### src/rtl/uart_rx_core.sv
// 8N1 UART receiver with mid-bit sampling.
// Bytes are handed over through a valid/ack handshake.
module uart_rx_core #(
  parameter int CLKS_PER_BIT = 10,
  parameter int HALF_BIT     = CLKS_PER_BIT / 2
) (
  input  logic       clk_i,
  input  logic       rst_i,
  input  logic       rx_i,
  input  logic       rx_ack_i,
  output logic [7:0] rx_data_o,
  output logic       rx_valid_o,
  output logic       frame_err_o,
  output logic       overrun_o,
  output logic       busy_o
);

  localparam int CW = $clog2(CLKS_PER_BIT);
  localparam logic [CW-1:0] BIT_M1  = CW'(CLKS_PER_BIT - 1);
  localparam logic [CW-1:0] HALF_M1 = CW'(HALF_BIT - 1);

  typedef enum logic [2:0] {
    IDLE,
    START,
    DATA,
    STOP,
    WAIT_IDLE
  } state_t;

  state_t        state, state_n;
  logic          sync1, rx_s, rx_p;
  logic [CW-1:0] cnt, cnt_n;
  logic [2:0]    bit_cnt, bit_n;
  logic [7:0]    shift, shift_n;
  logic [7:0]    data_n;
  logic          valid_n, ferr_n, ovr_n;
  logic          tick;

  assign tick   = (cnt == '0);
  assign busy_o = (state != IDLE);

  always_ff @(posedge clk_i or posedge rst_i) begin
    if (rst_i) begin
      sync1       <= 1'b1;
      rx_s        <= 1'b1;
      rx_p        <= 1'b1;
      state       <= IDLE;
      cnt         <= '0;
      bit_cnt     <= '0;
      shift       <= '0;
      rx_data_o   <= '0;
      rx_valid_o  <= 1'b0;
      frame_err_o <= 1'b0;
      overrun_o   <= 1'b0;
    end else begin
      sync1       <= rx_i;
      rx_s        <= sync1;
      rx_p        <= rx_s;
      state       <= state_n;
      cnt         <= cnt_n;
      bit_cnt     <= bit_n;
      shift       <= shift_n;
      rx_data_o   <= data_n;
      rx_valid_o  <= valid_n;
      frame_err_o <= ferr_n;
      overrun_o   <= ovr_n;
    end
  end

  always_comb begin
    state_n = state;
    cnt_n   = tick ? cnt : cnt - 1'b1;
    bit_n   = bit_cnt;
    shift_n = shift;
    data_n  = rx_data_o;
    valid_n = rx_valid_o & ~rx_ack_i;
    ferr_n  = 1'b0;
    ovr_n   = 1'b0;
    unique case (state)
      IDLE: begin
        if (rx_p && !rx_s) begin
          bit_n   = '0;
          cnt_n   = HALF_M1;
          state_n = START;
        end
      end
      START: begin
        if (tick) begin
          if (!rx_s) begin
            cnt_n   = BIT_M1;
            state_n = DATA;
          end else begin
            state_n = IDLE;
          end
        end
      end
      DATA: begin
        if (tick) begin
          shift_n = {rx_s, shift[7:1]};
          cnt_n   = BIT_M1;
          bit_n   = bit_cnt + 1'b1;
          if (bit_cnt == 3'd7) state_n = STOP;
        end
      end
      STOP: begin
        if (tick) begin
          if (rx_s) begin
            // a same-cycle ack lets the new byte in without overrun
            data_n  = shift;
            valid_n = 1'b1;
            ovr_n   = rx_valid_o & ~rx_ack_i;
            state_n = IDLE;
          end else begin
            ferr_n  = 1'b1;
            state_n = WAIT_IDLE;
          end
        end
      end
      WAIT_IDLE: begin
        if (rx_s) state_n = IDLE;
      end
      default: state_n = IDLE;
    endcase
  end

endmodule
### config.mk
export PLATFORM = sky130hd
export DESIGN_NAME = uart_rx_core
export DESIGN_NICKNAME = d
export VERILOG_FILES = /design/src/rtl/uart_rx_core.sv
export SDC_FILE = /design/constraint.sdc
export NUM_CORES = 1
export LEC_CHECK = 0
export ABC_CLOCK_PERIOD_IN_PS = 1900
export CAP_MARGIN = 40
export CORE_MARGIN = 2
export CORE_UTILIZATION = 30
export DETAILED_ROUTE_END_ITERATION = 6
export GPL_TIMING_DRIVEN = 0
export HOLD_SLACK_MARGIN = 0.05
export PLACE_DENSITY = 0.57
export SYNTH_ARGS = -nofsm -noshare
export SYNTH_HDL_FRONTEND = slang
export SYNTH_SLANG_ARGS = --single-unit
### constraint.sdc
create_clock -name clk_i -period 1.9 [get_ports clk_i]
set_clock_uncertainty 0.15 [all_clocks]
set_input_delay 0.57 -clock clk_i [delete_from_list [all_inputs] [get_ports clk_i]]
set_output_delay 0.57 -clock clk_i [all_outputs]
set_load 0.02 [all_outputs]
==> impl_metrics.py, run 1 <==
metrics = {
    "detailed_routing": {
        "drt-initial-drc-count": 49,
        "drc_errors": 0,
        "wl_per_cell_um": 14.8,
        "drt-pass1-iter-count": 4,
        "wl_mm": 3.13,
        "postRouteAntennaNets": 0,
        "avgViaCountPerCell": 5.09,
        "vias": 1074,
    },
    "placement": {
        "port_buffers": 15,
        "hpwl_mm": 1.93,
        "place.gp.congestion": 0.882,
        "placed_cell_area_sq_um": 1690,
        "place_ws_ps": -286,
        "placedCellCount": 189,
    },
    "timing": {
        "rsz0062_at_grt": "yes",
        "slew_headroom_pct": 56.9,
        "slew_viol_final": 0,
        "setup_viol": 2,
        "fin_crit_sh_pct": 107,
        "fmax_mhz": 493,
        "fin_crit_ps": 2030,
        "tns_ps": -141,
        "worst_slack_ps": -128,
        "hold_violations": 0,
        "worst_slew_pin_slew_ps": 646,
        "hold_slack_ps": 210,
    },
    "clocking": {
        "clk_latency_ps": 290,
        "clock-sinks": 32,
        "clockBufferDepth": 2,
        "cts-root-buf": "clkbuf_8",
        "cts.clk_slew.worst_paths_ps": 70,
        "cts_made_buffers": 5,
        "cts_htree_levels": 2,
        "cts_tree": "done",
    },
    "run_status": {
        "violations": "setup timing",
        "status": "finished, violations left",
    },
    "final_layout": {
        "nNetsFinal": 164,
        "antennaDiodeCount": 0,
        "area_growth_pct": 38.8,
        "fin_area_sq_um": 2000,
        "fillerInstances": 433,
        "fin_util_pct": 42.7,
        "stdcell_count": 211,
        "drive_gt1_share_pct": 38.9,
    },
    "run": {
        "cap_violations": 0,
    },
    "power": {
        "total_power_mw": 2.70,
        "power-per-cell-area_nw_per_um2": 1350,
        "intPower_mw": 1.72,
        "p_sw_mw": 0.984,
        "vdd_drop_max_v": 0.000454,
        "power_frac_clock_pct": 19.5,
        "p_leak_nw": 0.964,
        "combPwrFrac_pct": 46.4,
        "netSwitchingFraction_pct": 36.5,
        "seq_power_share_pct": 34.1,
    },
    "synth": {
        "syn-cell-area_sq_um": 1440,
        "synth_area_leaders": "dfrtp_1, mux2_2, dfstp_2",
        "synth-seq-area-share_pct": 55.7,
        "yosysMostFrequentCell": "dfrtp_1",
        "synth-edff-count": 0,
        "syn_area_per_cell_sq_um": 12.1,
        "yosysTopAreaCellShare_pct": 50.3,
        "yosysWarnings": 0,
        "syn_inst": 119,
        "synth.cells.most_frequent": "dfrtp_1, mux2_2, nand2_1, nor2_1, o21ai_0",
        "syn_nets": 127,
        "synthArstFlopShare_pct": 100,
        "synth_seq_cells": 32,
        "yosys.area.top_type": "dfrtp_1",
        "ys_types": 35,
        "ys.flop_type": "dfrtp_1",
    },
    "floorplanning": {
        "ios": 16,
        "die_area_sq_um": 5380,
        "core-area_sq_um": 4690,
        "rows": 25,
        "die_h_um": 73.4,
        "start_util_pct": 30.8,
        "die_w_um": 73.4,
    },
    "setup_path": {
        "criticalPathCategory": "reg -> out",
        "path_max_fanout": 2,
        "start_kind": "register",
        "worstPathArrival_ps": 1310,
        "required_ps": 1180,
        "endpoint_kind": "primary output",
    },
    "global_routing": {
        "gr-usage-all-layers_pct": 12.3,
        "grt_pass1_wl_mm": 5.00,
        "overflow": 0,
        "antenna_found_initial": 0,
        "grt_max_degree": 20,
        "grt_pass1_vias": 1067,
    },
    "min_path": {
        "hp-class": "reg -> reg",
    },
}
state kept, by name, indices dropped and copies added, names as in the netlist:
name and cells:
state 3, frame_err_o 1, rx_p 1, rx_s 1
sync1 1, rx_data_o 8, rx_valid_o 1, bit_cnt 3
overrun_o 1, shift 8, cnt 4
critical path: stages (launching register included):
cell and delay (ps):
dfrtp_1 400, buf_6 120, or3_4 370, buf_6 140
what timing repair did:
action | in CTS | in global routing
endpoints found under the setup margin | 29 | 20
gates cloned | 0 | 1
setup buffers | 11 | 2
pin swaps | 4 | 3
gates resized for setup | 31 | 20
hold buffers | 0 | 0
cells by family (layout without fill, tap and decap cells):
family / count (synthesis) / in the layout / synth area share [%]
AOI/OAI and AO/OA: 23 / 23 / 10.7
muxes: 17 / 17 / 13.4
adders and majority gates: 4 / 4 / 3.47
and+or+nand+nor: 31 / 31 / 12.7
xor gates and xnor gates: 1 / 1 / 0.607
buffers and inverters: 11 / 49 / 3.29
DFF: 32 / 32 / 55.7
cells in the final DEF, fill, tap and decap left out, types with 2 or more instances in the layout:
cell type | netlist | final
inv_1 | 5 | 3
clkdlybuf4s50_1 | 0 | 3
dfstp_2 | 3 | 3
o31ai_1 | 2 | 2
a22o_1 | 2 | 2
nand3_2 | 1 | 2
nor3_1 | 2 | 2
clkbuf_8 | 0 | 5
buf_6 | 0 | 8
nand3_1 | 3 | 2
o21ai_0 | 6 | 6
inv_2 | 1 | 2
ha_1 | 4 | 3
nor2_1 | 6 | 5
nand3b_1 | 3 | 3
a211oi_1 | 2 | 2
mux2_2 | 15 | 7
dfrtp_1 | 29 | 29
mux2_4 | 1 | 9
nand2_1 | 7 | 6
dlygate4sd2_1 | 0 | 11
o22ai_1 | 3 | 3
buf_4 | 0 | 10
a21oi_1 | 4 | 3
path summary, 6_finish.rpt:
path	from	endpoint	slack, ps	depth (start not counted)
worst min-delay path	sync1	rx_s	210	0
max in group asynchronous	rst_i	bit_cnt[2]	570	3
worst min register to register	sync1	rx_s	210	0
worst max-delay path	state[2]	busy_o	-130	3
min in group asynchronous	rst_i	rx_data_o[0]	520	2
worst max register to register	cnt[0]	state[1]	-10	8
cell type report:
type / count / area (sq um) / area share [%]
Clock inverter: 2 / 16.3 / 0.811
Buffer: 5 / 50.0 / 2.50
Multi-Input combinational cell: 76 / 669 / 33.4
Inverter: 6 / 30.0 / 1.50
Timing Repair Buffer: 30 / 294 / 14.7
Clock buffer: 6 / 72.6 / 3.62
Sequential cell: 32 / 805 / 40.1
Tap cell: 54 / 67.6 / 3.37
power groups by stage:
stage / Sequential, mW / Clock, mW / Combinational, mW
2_1_floorplan: 0.933 / 0 / 0.665
3_3_place_gp: 0.938 / 0 / 0.843
3_5_place_dp: 0.937 / 0 / 0.879
4_1_cts: 0.914 / 0.540 / 1.11
5_1_grt: 0.940 / 0.572 / 1.37
6_report: 0.921 / 0.526 / 1.25
layer usage:
layer  wire length [um]  track usage, %
met1               1360            15.0
met4                110            6.26
met2               1490            19.1
met5                  0               0
met3                160            4.39
(Power assumes the default switching activity.)
==> run 2: changes to the inputs <==
CORE_UTILIZATION = 49   (was 30)
PLACE_DENSITY = 0.81   (was 0.57)
==> impl_metrics.py, run 2 (synthesis gave the netlist of run 1 again) <==
metrics = {
    "clocking": {
        "clockBufferDepth": 2,
        "cts.clk_slew.worst_paths_ps": 110,
        "cts-root-buf": "clkbuf_4",
        "cts_tree": "done",
        "clock-sinks": 32,
        "clk_latency_ps": 350,
        "cts_htree_levels": 2,
        "cts_made_buffers": 5,
    },
    "floorplanning": {
        "die_h_um": 58.3,
        "die_area_sq_um": 3400,
        "rows": 19,
        "ios": 16,
        "die_w_um": 58.3,
        "start_util_pct": 51.9,
        "core-area_sq_um": 2780,
    },
    "setup_path": {
        "cpLargestDelayFamily": "simple AND/OR/NAND/NOR gates",
        "max_stage_delay_ps": 400,
        "endpoint_kind": "register",
        "worstPathCellList": "inv_1 > ha_2 > nor3b_4 > inv_2 > nand3b_1 > o2111ai_4 > mux2_4",
        "start_kind": "register",
        "required_ps": 1980,
        "criticalPathCategory": "reg -> reg",
        "cp.buffers_inverters": 2,
        "slowest_stage": "dfrtp_1",
        "worstPathArrival_ps": 2180,
        "path_max_fanout": 7,
    },
    "placement": {
        "place_ws_ps": -300,
        "hpwl_mm": 1.82,
        "port_buffers": 15,
        "place.gp.congestion": 0.889,
        "placedCellCount": 166,
    },
    "final_layout": {
        "nNetsFinal": 170,
        "largestRegisters": "rx_data_o (8), shift (8), cnt (4)",
        "stdcell_count": 194,
        "layout_commonest_cell": "dfrtp_1",
        "drive_gt1_share_pct": 41.1,
        "layout_common_cells": "dfrtp_1, buf_4, dlygate4sd2_1",
        "antennaDiodeCount": 0,
        "fin_util_pct": 72.2,
        "area_growth_pct": 39.2,
    },
    "timing": {
        "fmax_mhz": 476,
        "setup_viol": 24,
        "fin_crit_ps": 2100,
        "worst_slew_pin_slew_ps": 506,
        "rsz0062_at_grt": "yes",
        "worst_slack_ps": -200,
        "slew_headroom_pct": 66.2,
        "fin_crit_sh_pct": 111,
        "hold_slack_ps": 219,
        "hold_violations": 0,
        "slew_viol_final": 0,
    },
    "power": {
        "seq_power_share_pct": 32.8,
        "p_sw_mw": 1.12,
        "vdd_drop_max_v": 0.00119,
        "combPwrFrac_pct": 49.2,
        "netSwitchingFraction_pct": 38.3,
        "power-per-cell-area_nw_per_um2": 1460,
        "intPower_mw": 1.80,
        "total_power_mw": 2.92,
        "power_frac_clock_pct": 18.0,
        "p_leak_nw": 0.984,
    },
    "run": {
        "cap_violations": 0,
    },
    "detailed_routing": {
        "avgViaCountPerCell": 6.02,
        "drt-initial-drc-count": 39,
        "vias": 1168,
        "drt-pass1-iter-count": 4,
        "wl_per_cell_um": 20.1,
        "drc_errors": 0,
        "wl_mm": 3.91,
        "postRouteAntennaNets": 0,
    },
    "min_path": {
        "hp-class": "reg -> reg",
    },
    "global_routing": {
        "grt_max_degree": 22,
        "antenna_found_initial": 0,
        "grt_pass1_vias": 1136,
        "grt_pass1_wl_mm": 5.13,
        "overflow": 0,
        "gr-usage-all-layers_pct": 20.0,
    },
    "run_status": {
        "violations": "setup timing",
        "status": "finished, violations left",
    },
}
[run 2: cell count changes in the layout (fill, tap and decap cells not counted), sizes merged]
| cell | delta |
|---|---|
| buf | +6 |
| bufinv | +1 |
| clkinvlp | -1 |
[run 2: power by group through the flow]
| stage | registers, mW | logic, mW | clock network [mW] |
|---|---|---|---|
| 6_report | 0.958 | 1.44 | 0.527 |
| 5_1_grt | 0.971 | 1.52 | 0.551 |
| 4_1_cts | 0.935 | 1.10 | 0.518 |
| 3_5_place_dp | 0.943 | 0.871 | 0 |
| 3_3_place_gp | 0.935 | 0.828 | 0 |
| 2_1_floorplan | 0.933 | 0.665 | 0 |
[run 2: final timing paths]
kind,cells after the start,slack (ps),startpoint,end
max,7,-200,cnt[0],state[1]
min,0,220,sync1,rx_s
max reg2reg,7,-200,cnt[0],state[1]
min reg2reg,0,220,sync1,rx_s
max in group asynchronous,3,650,rst_i,rx_p
min in group asynchronous,2,380,rst_i,shift[2]
[run 2: what timing repair did]
item                                    in CTS  in global routing
cloned                                       0                  1
pin swaps                                    4                  7
endpoints found under the setup margin      29                 22
gates resized for setup                     33                 15
buffers inserted                            13                  7
hold buffers                                 0                  0
[run 2: final cells by class]
class | instances | area [sq um]
flip-flops and latches | 32 | 806
clock inverters | 2 | 35.0
inverters | 6 | 22.5
plain buffers | 4 | 38.8
repair buffers | 37 | 350
multi-input cells | 76 | 677
fillers | 172 | 772
well taps | 31 | 38.8
clock buffers | 6 | 41.3
[run 2: per-layer routing]
layer | track usage [%] | share of wire (%) | up-vias
li1 | - | - | 509
met1 | 23.5 | 39 | 582
met3 | 4.02 | 4.8 | 25
met4 | 9.97 | 5.1 | 0
met5 | 0 | 0 | -
met2 | 34.7 | 51 | 52
[run 2: per-stage QoR]
step                area, sq um  TNS, ps
detailed placement         1660    -2120
global route               2010    -3660
finish                     2010    -1300
CTS                        1890     -264
floorplan                  1440        0
global placement           1630    -7360
[run 2: worst register-to-register path: stages, from the launching register on]
cell and delay (ps):
dfrtp_1 400, inv_1 60, ha_2 180, nor3b_4 330
inv_2 160, nand3b_1 190, o2111ai_4 170, mux2_4 340
==> run 3: changes to the inputs <==
CTS_CLUSTER_DIAMETER = 120   (was not set)
==> results of run 3 <==
No change in the layout: final DEF, timing and power equal those of run 2.
